<file path="config.mk">
export PLATFORM = sky130hd
export DESIGN_NAME = infix_calc_engine
export DESIGN_NICKNAME = d
export VERILOG_FILES = /design/src/rtl/calc_pkg.sv /design/src/rtl/calc_lifo.sv /design/src/rtl/infix_calc_engine.sv
export SDC_FILE = /design/constraint.sdc
export NUM_CORES = 2
export LEC_CHECK = 0
export CORE_MARGIN = 2
export CORE_UTILIZATION = 55
export CTS_BUF_LIST = sky130_fd_sc_hd__clkbuf_4 sky130_fd_sc_hd__clkbuf_8 sky130_fd_sc_hd__clkbuf_16
export DETAILED_ROUTE_END_ITERATION = 10
export DONT_BUFFER_PORTS = 1
export GPL_TIMING_DRIVEN = 1
export PLACE_DENSITY = 0.72
export SYNTH_ARGS = -nofsm -noshare
export SYNTH_HDL_FRONTEND = slang
export SYNTH_SLANG_ARGS = --single-unit
</file>
<file path="constraint.sdc">
create_clock -name clk -period 23.6 [get_ports clk]
set_clock_uncertainty 0.15 [all_clocks]
set_input_delay 4.72 -clock clk [delete_from_list [all_inputs] [get_ports clk]]
set_output_delay 4.72 -clock clk [all_outputs]
set_load 0.02 [all_outputs]
</file>
<file path="src/rtl/calc_pkg.sv">
// calc_pkg: shared encodings for the infix calculator engine.
// Holds the token-kind encoding, the stacked-operator encoding, the FSM
// state encoding and the operator precedence function.
package calc_pkg;

  typedef enum logic [2:0] {
    TK_ADD     = 3'b000,
    TK_MUL     = 3'b001,
    TK_LPAREN  = 3'b010,
    TK_RPAREN  = 3'b011,
    TK_OPERAND = 3'b100,
    TK_END     = 3'b101,
    TK_SUB     = 3'b110,
    TK_RSVD    = 3'b111
  } tok_kind_e;

  // Encoding of entries held on the operator stack.
  typedef enum logic [1:0] {
    OP_ADD    = 2'd0,
    OP_MUL    = 2'd1,
    OP_SUB    = 2'd2,
    OP_LPAREN = 2'd3
  } op_e;

  typedef enum logic [1:0] {
    ST_ACCEPT = 2'd0,
    ST_REDUCE = 2'd1,
    ST_FINISH = 2'd2,
    ST_RESULT = 2'd3
  } state_e;

  localparam int OP_W = 2;

  // MUL binds tighter than ADD/SUB; LPAREN never wins a precedence compare.
  function automatic logic [1:0] op_prec(input op_e op);
    case (op)
      OP_MUL:         op_prec = 2'd2;
      OP_ADD, OP_SUB: op_prec = 2'd1;
      default:        op_prec = 2'd0;
    endcase
  endfunction

  function automatic op_e kind_to_op(input tok_kind_e k);
    case (k)
      TK_MUL:    kind_to_op = OP_MUL;
      TK_SUB:    kind_to_op = OP_SUB;
      TK_LPAREN: kind_to_op = OP_LPAREN;
      default:   kind_to_op = OP_ADD;
    endcase
  endfunction

endpackage

</file>
<file path="src/rtl/calc_lifo.sv">
// calc_lifo: register-file stack with combined pop/push per cycle.
// Each cycle first pops pop_n_i entries (0..2), then optionally pushes
// din_i on the shortened stack, so "pop two, push one" replaces a pair by
// its result in a single cycle. A push onto a full stack is dropped and
// nothing is overwritten. DEPTH must be at least 2.
module calc_lifo #(
  parameter int WIDTH = 16,
  parameter int DEPTH = 64
) (
  input  logic                       clk,
  input  logic                       rst,
  input  logic                       clr_i,
  input  logic                       push_i,
  input  logic [1:0]                 pop_n_i,
  input  logic [WIDTH-1:0]           din_i,
  output logic [WIDTH-1:0]           top_o,
  output logic [WIDTH-1:0]           second_o,
  output logic [$clog2(DEPTH+1)-1:0] count_o,
  output logic                       full_o,
  output logic                       empty_o
);

  localparam int PW = $clog2(DEPTH + 1);
  localparam int AW = (DEPTH > 1) ? $clog2(DEPTH) : 1;

  logic [PW-1:0]    ptr_q, ptr_d, base;
  logic             do_push;
  logic [WIDTH-1:0] mem_q [DEPTH];

  // Pointer after the pop, and whether the push still fits.
  always_comb begin
    base    = (ptr_q >= PW'(pop_n_i)) ? ptr_q - PW'(pop_n_i) : '0;
    do_push = push_i && (base != PW'(DEPTH)) && !clr_i;
    ptr_d   = clr_i ? '0 : base + PW'(do_push);
  end

  // Stack pointer; entries are only meaningful below it.
  always_ff @(posedge clk or posedge rst) begin
    if (rst) ptr_q <= '0;
    else     ptr_q <= ptr_d;
  end

  // Storage write at the post-pop pointer.
  always_ff @(posedge clk) begin
    if (do_push) mem_q[AW'(base)] <= din_i;
  end

  // Top two entries, zero when absent.
  always_comb begin
    top_o    = '0;
    second_o = '0;
    if (ptr_q >= PW'(1)) top_o    = mem_q[AW'(ptr_q - PW'(1))];
    if (ptr_q >= PW'(2)) second_o = mem_q[AW'(ptr_q - PW'(2))];
  end

  assign count_o = ptr_q;
  assign full_o  = (ptr_q == PW'(DEPTH));
  assign empty_o = (ptr_q == '0);

endmodule

</file>
<file path="src/rtl/infix_calc_engine.sv">
// infix_calc_engine: streaming infix expression evaluator (shunting-yard).
// Tokens arrive over a valid/ready handshake; results leave over a second
// valid/ready handshake. Optional feature macro: CALC_SUB_EN enables the
// SUB operator (kind 110); without it that kind is a syntax error.
//
// Handshakes: a token transfers on a rising edge where tok_valid and
// tok_ready are both 1 (tok_ready is 1 exactly in ACCEPT); a result
// transfers on a rising edge where res_valid and res_ready are both 1, and
// res_data/res_ovf/res_err are held stable while res_valid waits.
//
// Reductions are fused with the final stack action: the cycle that applies
// the last needed reduction also pushes the pending operator (or pops the
// matching LPAREN), so tok_ready drops for exactly one cycle per reduction.
module infix_calc_engine #(
  parameter int WIDTH = 16,
  parameter int DEPTH = 64
) (
  input  logic             clk,
  input  logic             rst,
  input  logic             tok_valid,
  output logic             tok_ready,
  input  logic [2:0]       tok_kind,
  input  logic [WIDTH-1:0] tok_data,
  output logic             res_valid,
  input  logic             res_ready,
  output logic [WIDTH-1:0] res_data,
  output logic             res_ovf,
  output logic             res_err,
  output logic             busy
);
  import calc_pkg::*;

  localparam int CW = $clog2(DEPTH + 1);

  state_e           state_q, state_d;
  tok_kind_e        pend_q, pend_d;
  logic             err_q, err_d, ovf_q, ovf_d, expect_q, expect_d;
  logic             res_valid_q, res_valid_d, res_ovf_q, res_ovf_d, res_err_q, res_err_d;
  logic [WIDTH-1:0] res_data_q, res_data_d;

  logic             opnd_push, opnd_full, opnd_empty, opnd_pair;
  logic [1:0]       opnd_pop_n;
  logic [WIDTH-1:0] opnd_din, opnd_top, opnd_second;
  logic [CW-1:0]    opnd_count;

  logic             op_push, op_full, op_empty, op_has2;
  logic [1:0]       op_pop_n;
  op_e              op_din, op_top, op_second;
  logic [OP_W-1:0]  op_din_raw, op_top_raw, op_second_raw;
  logic [CW-1:0]    op_count;

  logic             stk_clr, fin_now, fin_err, do_reduce, tok_is_op;
  tok_kind_e        tok_k;
  op_e              tok_op, pend_op;

  logic [WIDTH:0]     sum, diff;
  logic [2*WIDTH-1:0] prod;
  logic [WIDTH-1:0]   alu_res;
  logic               alu_ovf;

  calc_lifo #(.WIDTH(WIDTH), .DEPTH(DEPTH)) u_opnd_stk (
    .clk(clk), .rst(rst), .clr_i(stk_clr), .push_i(opnd_push), .pop_n_i(opnd_pop_n),
    .din_i(opnd_din), .top_o(opnd_top), .second_o(opnd_second), .count_o(opnd_count),
    .full_o(opnd_full), .empty_o(opnd_empty)
  );

  calc_lifo #(.WIDTH(OP_W), .DEPTH(DEPTH)) u_op_stk (
    .clk(clk), .rst(rst), .clr_i(stk_clr), .push_i(op_push), .pop_n_i(op_pop_n),
    .din_i(op_din_raw), .top_o(op_top_raw), .second_o(op_second_raw), .count_o(op_count),
    .full_o(op_full), .empty_o(op_empty)
  );

  assign op_din_raw = op_din;
  assign op_top     = op_e'(op_top_raw);
  assign op_second  = op_e'(op_second_raw);
  assign op_has2    = !op_empty && (op_count != CW'(1));
  assign opnd_pair  = !opnd_empty && (opnd_count != CW'(1));
  assign tok_k      = tok_kind_e'(tok_kind);
  assign tok_op     = kind_to_op(tok_k);
  assign pend_op    = kind_to_op(pend_q);

`ifdef CALC_SUB_EN
  assign tok_is_op = (tok_k == TK_ADD) || (tok_k == TK_MUL) || (tok_k == TK_SUB);
`else
  assign tok_is_op = (tok_k == TK_ADD) || (tok_k == TK_MUL);
`endif

  // Reduction ALU: second-from-top <op> top, with carry/borrow/high-half flag.
  always_comb begin
    sum     = {1'b0, opnd_second} + {1'b0, opnd_top};
    diff    = {1'b0, opnd_second} - {1'b0, opnd_top};
    prod    = {{WIDTH{1'b0}}, opnd_second} * {{WIDTH{1'b0}}, opnd_top};
    alu_res = sum[WIDTH-1:0];
    alu_ovf = sum[WIDTH];
    case (op_top)
      OP_MUL: begin alu_res = prod[WIDTH-1:0]; alu_ovf = |prod[2*WIDTH-1:WIDTH]; end
      OP_SUB: begin alu_res = diff[WIDTH-1:0]; alu_ovf = diff[WIDTH]; end
      default: ;
    endcase
  end

  // Next-state, stack commands and result capture.
  always_comb begin
    state_d     = state_q;
    pend_d      = pend_q;
    err_d       = err_q;
    ovf_d       = ovf_q;
    expect_d    = expect_q;
    res_valid_d = res_valid_q;
    res_data_d  = res_data_q;
    res_ovf_d   = res_ovf_q;
    res_err_d   = res_err_q;
    opnd_push   = 1'b0;
    opnd_pop_n  = 2'd0;
    opnd_din    = tok_data;
    op_push     = 1'b0;
    op_pop_n    = 2'd0;
    op_din      = tok_op;
    stk_clr     = 1'b0;
    fin_now     = 1'b0;
    fin_err     = 1'b0;
    do_reduce   = 1'b0;

    case (state_q)
      ST_ACCEPT: begin
        if (tok_valid) begin
          pend_d = tok_k;
          if (err_q) begin
            // Discard mode: only END matters, and it reports the error.
            if (tok_k == TK_END) begin fin_now = 1'b1; fin_err = 1'b1; end
          end else if (tok_is_op) begin
            if (expect_q) err_d = 1'b1;
            else if (!op_empty && op_top != OP_LPAREN && op_prec(op_top) >= op_prec(tok_op))
              state_d = ST_REDUCE;
            else if (op_full) err_d = 1'b1;
            else begin op_push = 1'b1; expect_d = 1'b1; end
          end else begin
            case (tok_k)
              TK_OPERAND: begin
                if (!expect_q || opnd_full) err_d = 1'b1;
                else begin opnd_push = 1'b1; expect_d = 1'b0; end
              end
              TK_LPAREN: begin
                if (!expect_q || op_full) err_d = 1'b1;
                else op_push = 1'b1;
              end
              TK_RPAREN: begin
                if (expect_q || op_empty) err_d = 1'b1;
                else if (op_top == OP_LPAREN) op_pop_n = 2'd1;
                else state_d = ST_REDUCE;
              end
              TK_END: begin
                if (expect_q) begin fin_now = 1'b1; fin_err = 1'b1; end
                else state_d = ST_FINISH;
              end
              default: err_d = 1'b1;
            endcase
          end
        end
      end

      ST_REDUCE: begin
        if (!opnd_pair) begin
          err_d   = 1'b1;
          state_d = ST_ACCEPT;
        end else begin
          do_reduce = 1'b1;
          op_pop_n  = 2'd1;
          if (pend_q == TK_RPAREN) begin
            if (!op_has2) begin err_d = 1'b1; state_d = ST_ACCEPT; end
            else if (op_second == OP_LPAREN) begin op_pop_n = 2'd2; state_d = ST_ACCEPT; end
          end else if (!(op_has2 && op_second != OP_LPAREN &&
                         op_prec(op_second) >= op_prec(pend_op))) begin
            op_push  = 1'b1;
            op_din   = pend_op;
            expect_d = 1'b1;
            state_d  = ST_ACCEPT;
          end
        end
      end

      ST_FINISH: begin
        if (op_empty) begin
          fin_now = 1'b1;
          fin_err = err_q || (opnd_count != CW'(1));
        end else if (op_top == OP_LPAREN || !opnd_pair) begin
          fin_now = 1'b1;
          fin_err = 1'b1;
        end else begin
          do_reduce = 1'b1;
          op_pop_n  = 2'd1;
        end
      end

      ST_RESULT: begin
        if (res_ready) begin
          stk_clr     = 1'b1;
          state_d     = ST_ACCEPT;
          err_d       = 1'b0;
          ovf_d       = 1'b0;
          expect_d    = 1'b1;
          res_valid_d = 1'b0;
          res_data_d  = '0;
          res_ovf_d   = 1'b0;
          res_err_d   = 1'b0;
        end
      end

      default: state_d = ST_ACCEPT;
    endcase

    if (do_reduce) begin
      opnd_pop_n = 2'd2;
      opnd_push  = 1'b1;
      opnd_din   = alu_res;
      ovf_d      = ovf_q | alu_ovf;
    end

    if (fin_now) begin
      state_d     = ST_RESULT;
      res_valid_d = 1'b1;
      res_err_d   = fin_err;
      res_data_d  = fin_err ? '0 : opnd_top;
      res_ovf_d   = !fin_err && ovf_q;
    end
  end

  // FSM and flag registers; reset discards any expression in flight.
  always_ff @(posedge clk or posedge rst) begin
    if (rst) begin
      state_q     <= ST_ACCEPT;
      pend_q      <= TK_END;
      err_q       <= 1'b0;
      ovf_q       <= 1'b0;
      expect_q    <= 1'b1;
      res_valid_q <= 1'b0;
      res_data_q  <= '0;
      res_ovf_q   <= 1'b0;
      res_err_q   <= 1'b0;
    end else begin
      state_q     <= state_d;
      pend_q      <= pend_d;
      err_q       <= err_d;
      ovf_q       <= ovf_d;
      expect_q    <= expect_d;
      res_valid_q <= res_valid_d;
      res_data_q  <= res_data_d;
      res_ovf_q   <= res_ovf_d;
      res_err_q   <= res_err_d;
    end
  end

  assign tok_ready = (state_q == ST_ACCEPT);
  assign busy      = (state_q != ST_ACCEPT);
  assign res_valid = res_valid_q;
  assign res_data  = res_data_q;
  assign res_ovf   = res_ovf_q;
  assign res_err   = res_err_q;

endmodule
</file>
==> load_flow_metrics.sql <==
INSERT INTO impl_metrics (metric_group, metric, value, unit) VALUES
('synthesis', 'syn_area_per_cell', '16.6', 'um^2'),
('cells_and_area', 'drive_above_1_share', '0.291', ''),
('setup_path', 'rr_worst_depth', '29', ''),
('clock_tree', 'clock_tree_root_buffer_cell', 'clkbuf_16', ''),
('routing', 'drtPass1Iterations', '6', ''),
('synthesis', 'top_count_cell_post_synth', 'edfxtp_1', ''),
('setup_path', 'critical_path.endpoint', 'ovf_q', ''),
('setup_path', 'crit_path_arrival_time', '12.42', 'ns'),
('floorplan', 'die_area', '125000', 'um^2'),
('synthesis', 'yosysWarnings', '0', ''),
('cells_and_area', 'ff_latch_area', '35600', 'um^2'),
('setup_path', 'worst-endpoint-required', '24.05', 'ns'),
('global_route', 'globalRouteOverflowTotal', '0', ''),
('synthesis', 'post_synth_num_cell_types', '83', ''),
('global_route', 'grt_antenna_before_repair', '8', ''),
('synthesis', 'synth.top_cells.by_count', '1152 x edfxtp_1, 714 x mux4_2, 295 x nor2_1', ''),
('flow_run', 'max-cap-violations', '0', ''),
('floorplan', 'floorplan.die.width', '353', 'um'),
('global_route', 'grt_max_degree', '132', ''),
('floorplan', 'starting_density', '0.553', ''),
('routing', 'postRouteWirelength', '185000', 'um'),
('global_route', 'wire_length_of_the_first_global_routing_pass', '272000', 'um'),
('setup_path', 'worstSetupPathDepth', '29', ''),
('setup_path', 'reg2reg_setup_slack', '11.63', 'ns'),
('global_route', 'grt_util_all_layers', '0.300', ''),
('routing', 'ant_nets', '0', ''),
('synthesis', 'synth-async-reset-ratio', '0.0344', ''),
('synthesis', 'synth.top_cell.area_share', '0.516', ''),
('sta', 'grt_setup_unrepaired', 'false', ''),
('placed_design', 'place.detailed.hpwl', '117000', 'um'),
('clock_tree', 'cts_tree', 'built', ''),
('sta', 'final.period_utilization', '0.507', ''),
('sta', 'hold_violations_final', '0', ''),
('placed_design', 'place.gp.congestion', '0.922', ''),
('setup_path', 'timing.critical_path.from_type', 'register', ''),
('clock_tree', 'clock_latency_on_the_worst_skew_pair', '0.73', 'ns'),
('setup_path', 'worst_path_max_delay_cell', 'dfrtp_4', ''),
('synthesis', 'post_synth_edffs', '1152', ''),
('placed_design', 'place.port_buffers', '0', ''),
('clock_tree', 'cts_resized', '0', ''),
('clock_tree', 'cts.sinks', '1193', ''),
('synthesis', 'post_synth_inst_count', '4049', ''),
('sta', 'fmax', '83.5', 'MHz'),
('setup_path', 'worstReg2RegStart', 'u_opnd_stk.count_o[0]', ''),
('setup_path', 'critPathMaxFanout', '53', ''),
('global_route', 'number_of_global_route_vias_before_repair', '40200', ''),
('sta', 'setup_tns', '0', 'ns'),
('clock_tree', 'cts_hold_buf', '0', ''),
('floorplan', 'num_rows', '128', ''),
('cells_and_area', 'multiInputGateArea', '29800', 'um^2'),
('synthesis', 'postSynth.topFlopCell', 'edfxtp_1', ''),
('cells_and_area', 'design.final.nets', '4452', ''),
('cells_and_area', 'postLayoutCoreUtil', '0.607', ''),
('clock_tree', 'cts_inserted_buffers', '117', ''),
('clock_tree', 'cts_buffer_depth', '3', ''),
('routing', 'route.vias.total', '40200', ''),
('setup_path', 'worst_setup_path_end_kind', 'register', ''),
('status', 'run_status', 'complete, no violations', ''),
('routing', 'viasPerCell', '6.93', ''),
('sta', 'final-max-slew-violation-count', '0', ''),
('routing', 'drcViolationCount', '0', ''),
('clock_tree', 'cts_htree_levels', '3', ''),
('sta', 'worst_slew_margin_rel', '0.186', ''),
('routing', 'dr.first_iter.drc_count', '5654', ''),
('cells_and_area', 'areaGrowthSynthToFinish', '9.91', '%'),
('clock_tree', 'clock_transition_at_the_registers_of_the_reported_paths', '0.07', 'ns'),
('synthesis', 'synth_top_area_cell', 'edfxtp_1', ''),
('floorplan', 'boundaryPins', '44', ''),
('setup_path', 'critPathKind', 'register to register', ''),
('setup_path', 'cp_top_family', 'adder cells', ''),
('setup_path', 'critical_path.max_stage_delay', '0.87', 'ns');
==> cells in the final DEF (no fill, tap or decap), drive strengths merged, types with 9 or more instances in the layout <==
cell / n
nand4: 10
and3: 14
or3: 12
a211oi: 43
xor2: 28
nand2: 243
inv: 279
and2: 21
a21oi: 74
mux4: 719
edfxtp: 1152
clkinv: 54
mux2: 24
xnor2: 40
nor3: 40
nor2b: 62
dfrtp: 38
nand3: 27
o211ai: 27
a21o: 17
a221oi: 9
fa: 197
ha: 166
bufinv: 16
nor2: 296
mux2i: 40
a31oi: 10
buf: 149
nand2b: 14
nor4: 11
o21ai: 67
clkbuf: 146
==> registers in the layout (all words and copies together), names as in the netlist <==
| register | cells |
|---|---|
| err_q | 1 |
| expect_q | 1 |
| ovf_q | 1 |
| pend_q | 3 |
| res_data | 16 |
| res_err | 1 |
| res_ovf | 1 |
| res_valid | 1 |
| state_q | 2 |
| u_op_stk.count_o | 7 |
| u_op_stk.mem_q | 128 |
| u_opnd_stk.count_o | 7 |
| u_opnd_stk.mem_q | 1024 |
==> final cells by class <==
| class | instances | share of cell area |
|---|---|---|
| inverter | 283 | 0.0144 |
| clock buffer | 146 | 0.0437 |
| clock inverter | 71 | 0.0107 |
| tap | 1625 | 0.0276 |
| antenna | 5 | 0.000170 |
| sequential | 1193 | 0.483 |
| timing repair buffer | 149 | 0.0160 |
| multi-input combinational | 2322 | 0.404 |
==> worst min path at each step <==
stage	cells after the start	to	slack [ns]	start
floorplan	2	pend_q[2]	0.33	pend_q[2]
global placement	2	pend_q[2]	0.35	pend_q[2]
detailed placement	2	pend_q[2]	0.36	pend_q[2]
CTS	2	pend_q[2]	0.37	pend_q[2]
global route	2	pend_q[2]	0.40	pend_q[2]
finish	2	pend_q[2]	0.37	pend_q[2]
==> metrics by stage <==
| step | cell area (um^2) | hold slack, ns | worst slack, ns | cells |
|---|---|---|---|---|
| after floorplan | 67100 | 0.328 | 10.72 | 4049 |
| after global placement | 69700 | 0.354 | 11.88 | 5572 |
| after detailed placement | 69700 | 0.356 | 11.70 | 5572 |
| after CTS | 73700 | 0.366 | 11.68 | 5789 |
| after global routing | 73700 | 0.404 | 10.86 | 5791 |
| final | 73700 | 0.366 | 11.63 | 5794 |
==> per-layer routing <==
metal / routed length, um / track usage
met1: 67500 / 0.411
met2: 88700 / 0.475
met3: 20300 / 0.0609
met4: 8660 / 0.124
met5: 80 / 0.00302
==> worst reg2reg max path, delay by kind of cell (launching register included) <==
| kind | cells | cell delay, ns |
|---|---|---|
| AO/OA/AOI/OAI | 8 | 2.01 |
| XOR/XNOR | 1 | 0.09 |
| multiplexers | 3 | 1.50 |
| adder cells (fa/ha/maj) | 8 | 3.64 |
| AND/OR/NAND/NOR | 2 | 0.41 |
| buffers and inverters | 7 | 3.16 |
| flip-flops | 1 | 0.87 |
==> kinds of logic after synthesis <==
kind of cell | after synthesis | share of synthesized area
buf+inv | 534 | 0.0328
mux | 783 | 0.252
simple gates | 781 | 0.0523
fa+ha+maj | 363 | 0.0897
xor+xnor | 68 | 0.00938
flops | 1193 | 0.531
compound gates | 327 | 0.0332
Power is left out: the tool's default activity adds up to more than one toggle a clock period on the data nets, which glitch-free logic cannot reach.
